File: config.mk
export PLATFORM = sky130hd
export DESIGN_NAME = apb_cmd_master
export DESIGN_NICKNAME = d
export VERILOG_FILES = /design/src/rtl/apb_cmd_master.sv
export SDC_FILE = /design/constraint.sdc
export NUM_CORES = 1
export LEC_CHECK = 0
export ABC_AREA = 1
export BUFFER_PORTS_ARGS = -buffer_cell sky130_fd_sc_hd__buf_4
export CAP_MARGIN = 20
export CORE_UTILIZATION = 35
export CTS_CLUSTER_SIZE = 12
export DETAILED_ROUTE_END_ITERATION = 10
export HOLD_SLACK_MARGIN = 0.12
export SYNTH_ARGS = -nofsm -noshare
export SYNTH_HDL_FRONTEND = slang
export SYNTH_SLANG_ARGS = --single-unit
File: constraint.sdc
create_clock -name PCLK -period 4.25 [get_ports PCLK]
set_input_delay 0.85 -clock PCLK [delete_from_list [all_inputs] [get_ports PCLK]]
set_output_delay 0.85 -clock PCLK [all_outputs]
set_load 0.05 [all_outputs]
File: src/rtl/apb_cmd_master.sv
// APB requester: turns one valid/ready command into one SETUP+ACCESS transfer
// and returns read data or a PREADY-timeout error on a valid/ready response.
module apb_cmd_master #(
   parameter int ADDR_W  = 32,
   parameter int DATA_W  = 32,
   parameter int TIMEOUT = 16
) (
   input  logic              PCLK,
   input  logic              PRESET,
   input  logic              cmd_valid,
   output logic              cmd_ready,
   input  logic              cmd_write,
   input  logic [ADDR_W-1:0] cmd_addr,
   input  logic [DATA_W-1:0] cmd_wdata,
   output logic              rsp_valid,
   input  logic              rsp_ready,
   output logic [DATA_W-1:0] rsp_rdata,
   output logic              rsp_err,
   output logic [ADDR_W-1:0] PADDR,
   output logic              PSEL,
   output logic              PENABLE,
   output logic              PWRITE,
   output logic [DATA_W-1:0] PWDATA,
   input  logic [DATA_W-1:0] PRDATA,
   input  logic              PREADY
);

   localparam int CW = $clog2(TIMEOUT) + 1;
   localparam logic [CW-1:0] LIM =
      (TIMEOUT == 0) ? '0 : CW'(TIMEOUT - 1);

   typedef enum logic [1:0] {
      IDLE,
      SETUP,
      ACCESS,
      RESP
   } state_t;

   state_t        state;
   state_t        state_nxt;
   logic [CW-1:0] cnt;
   logic          accept;
   logic          tmo;

   assign cmd_ready = (state == IDLE);
   assign PSEL      = (state == SETUP) || (state == ACCESS);
   assign PENABLE   = (state == ACCESS);
   assign rsp_valid = (state == RESP);
   assign accept    = cmd_valid & cmd_ready;

   // TIMEOUT=0 disables the abort path entirely
   always_comb begin
      tmo = 1'b0;
      if (TIMEOUT != 0)
         tmo = !PREADY && (cnt == LIM);
   end

   always_ff @(posedge PCLK or posedge PRESET) begin
      if (PRESET)
         state <= IDLE;
      else
         state <= state_nxt;
   end

   always_comb begin
      state_nxt = state;
      unique case (state)
         IDLE:   if (accept) state_nxt = SETUP;
         SETUP:  state_nxt = ACCESS;
         ACCESS: if (PREADY || tmo) state_nxt = RESP;
         RESP:   if (rsp_ready) state_nxt = IDLE;
         default: state_nxt = IDLE;
      endcase
   end

   always_ff @(posedge PCLK or posedge PRESET) begin
      if (PRESET) begin
         PADDR     <= '0;
         PWRITE    <= 1'b0;
         PWDATA    <= '0;
         rsp_rdata <= '0;
         rsp_err   <= 1'b0;
         cnt       <= '0;
      end else begin
         if (accept) begin
            PADDR  <= cmd_addr;
            PWRITE <= cmd_write;
            PWDATA <= cmd_wdata;
            cnt    <= '0;
         end
         // PREADY takes priority over a coincident timeout
         if (state == ACCESS) begin
            if (PREADY) begin
               rsp_rdata <= PWRITE ? '0 : PRDATA;
               rsp_err   <= 1'b0;
            end else if (tmo) begin
               rsp_rdata <= '0;
               rsp_err   <= 1'b1;
            end else if (cnt != '1) begin
               cnt <= cnt + CW'(1);
            end
         end
      end
   end

endmodule

==> flow_metrics.tcl <==
set metrics [dict create \
    synth.avg_cell_area_um2 8.77 \
    worstPathMaxFanout 4 \
    p_sw_share_pct 51.4 \
    final_area_um2 6190 \
    min_period_over_period_pct 52.2 \
    power.switching_mw 2.98 \
    power_frac_seq_pct 29.8 \
    rsz0062_at_grt "no" \
    holdCritStartpoint "rsp_rdata[8]$_DFFE_PP0P_" \
    synth_top_area_share_pct 61.2 \
    grt_overflow 0 \
    ys_seq_area_share_pct 61.2 \
    clkTransAtPathRegs_ns 0.07 \
    cp.arrival_ns 1.37 \
    p_int_mw 2.82 \
    synth_area_leaders "dfrtp_1 (61%), nand2_1 (24%), nand3_1 (4.2%)" \
    cts_resized 0 \
    grt_max_degree 69 \
    syn_inst 490 \
    antenna_found_initial 0 \
    worstSetupEndpointType "output pin" \
    initial_core_util_pct 35.8 \
    num_vias 3774 \
    required_ns 3.40 \
    tns_ns 0 \
    io_buffers 203 \
    gp_congestion 0.839 \
    die_x_um 113 \
    ys_types 19 \
    p_leak_nw 3.56 \
    power_density_nw_per_um2 937 \
    status "finished, final reports clean" \
    slew_headroom_pct 53.0 \
    cts_buffer_depth 2 \
    whs_path_depth 2 \
    r2r-end "rsp_err$_DFFE_PP0P_" \
    grt_pass1_wl_um 18000 \
    drc 0 \
    worst_hold_path.endpoint "rsp_rdata[8]$_DFFE_PP0P_" \
    drtIter0Drc 225 \
    fp-row-count 40 \
    finalWirelength_um 11100 \
    grt_pass1_vias 3597 \
    top_usage_layer "met2" \
    clock_skew_ns 0.00483 \
    max_freq_ghz 0.451 \
    slew_viol_final 0 \
    diodes 0 \
    htree_levels 3 \
    reg2reg_depth 9 \
    drt_pass1_iterations 4 \
    hold_class "register to register" \
    min_period_ns 2.22 \
    die_y_um 113 \
    cts_tree "built" \
    io_pins 204 \
    critPathLaunchType "register" \
    cts_buffers 9 \
    synth_warnings 0 \
    r2r_start "cnt[0]$_DFF_PP0_" \
    netlist_area_um2 4300 \
    dieArea_um2 12700 \
    postCtsSetupBuffers 0 \
    drive_above_1_share_pct 33.8 \
    hold_buffers 0 \
    place_area_um2 5880 \
    hold_viol_final 0 \
    pwr-share-comb_pct 56.3 \
    hpwl_um 7860 \
    r2r_setup_slack_ns 2.20 \
    wire_per_inst_um 13.3 \
    yosys.area.top_type "dfrtp_1" \
    cts_num_sinks 105 \
    finalSetupViolCount 0 \
    ir_drop_mv 0.465 \
    coreArea_um2 12000 \
    grt_use_met2_pct 29.5 \
    syn2layout_area_growth_pct 44.0 \
    use_met3_pct 3.96 \
    ys_ff_latch 105 \
    tightest_slew_ns 0.703 \
    syn_nets 599 \
    fin_nets 794 \
    pwr-share-clk_pct 13.9 \
    vias_per_cell 4.51 \
    ant_nets 0 \
    grtUsageMet1_pct 23.0 \
    grt_usage_pct 17.8 \
    root_buffer "clkbuf_16" \
    post-route-util_pct 51.5 \
    path_class "register to output pin" \
    insertion_delay_ns 0.33 \
    cap_violations 0 \
]
[cell usage after synthesis, drive strengths merged]
library cell    n
buf            19
nand3b          1
nand2         281
ha              7
nor2           13
nand4           2
clkbuf          4
dfrtp         105
or2             1
nand3          36
o21ai           4
inv            17
[sequential cells by signal (all words and copies together) (netlist names)]
register,flops
PADDR,32
PWDATA,32
PWRITE,1
cnt,5
rsp_err,1
rsp_rdata,32
state,2
[cells by family after synthesis]
logic type	synth area share [%]
compound gates	0.466
flops	61.2
buf+inv	5.01
simple gates	31.3
fa+ha+maj	2.04
[cells in the final DEF, fill, tap and decap left out, drive strengths merged]
| master | n |
|---|---|
| bufinv | 1 |
| inv | 17 |
| or2 | 1 |
| o21ai | 4 |
| nand3 | 36 |
| dfrtp | 105 |
| clkinv | 5 |
| ha | 7 |
| nand4 | 2 |
| nand3b | 1 |
| clkbuf | 10 |
| nor2 | 13 |
| nand2 | 281 |
| buf | 207 |
[worst max path at each step]
stage / startpoint / end / slack (ns) / cells after the start
final: state[0]$_DFFE_PP0P_ / PENABLE / 2.03 / 3
after global routing: cnt[0]$_DFF_PP0_ / rsp_rdata[5]$_DFFE_PP0P_ / 1.93 / 9
after CTS: state[0]$_DFFE_PP0P_ / PENABLE / 2.01 / 3
after detailed placement: cmd_valid / cnt[3]$_DFF_PP0_ / 2.04 / 6
after global placement: cmd_valid / cnt[2]$_DFF_PP0_ / 2.06 / 6
after floorplan: PRESET / PADDR[0]$_DFFE_PP0P_ / 0.64 / 1
[final cells by class]
class	count	area (um2)
clock buffers	10	229
clock inverters	6	58.8
fillers	1200	5820
inverters	17	68.8
multi-input cells	345	1450
flip-flops and latches	105	2630
well taps	147	184
repair buffers	207	1570
[critical path, cell delays in order, from the launching register on]
cell and delay (ns):
dfrtp_1 0.41, inv_1 0.12, ha_1 0.26, buf_4 0.24
[per-layer routing]
| layer | share of wire [%] | wire length, um | up-vias |
|---|---|---|---|
| li1 | - | - | 1882 |
| met1 | 42 | 4720 | 1757 |
| met2 | 50 | 5550 | 122 |
| met3 | 6.3 | 703 | 13 |
| met4 | 1.5 | 170 | 0 |
| met5 | 0 | 0 | - |
[power by group through the flow]
stage / Clock, mW / Combinational (mW) / Sequential [mW]
after global routing: 0.880 / 3.47 / 1.78
after detailed placement: 0 / 3.29 / 1.74
after CTS: 0.830 / 3.29 / 1.73
after floorplan: 0 / 0.823 / 3.19
after global placement: 0 / 3.25 / 1.73
final: 0.803 / 3.26 / 1.73
[through the flow]
stage	std cells	hold WS [ns]	total power [mW]	setup slack, ns
5_1_grt	837	0.506	6.13	1.93
6_report	837	0.482	5.80	2.03
3_5_place_dp	820	0.467	5.03	2.04
2_1_floorplan	490	0.470	4.01	0.639
4_1_cts	836	0.486	5.85	2.01
3_3_place_gp	820	0.464	4.98	2.06
No activity file was read; power rests on OpenSTA's default activity.
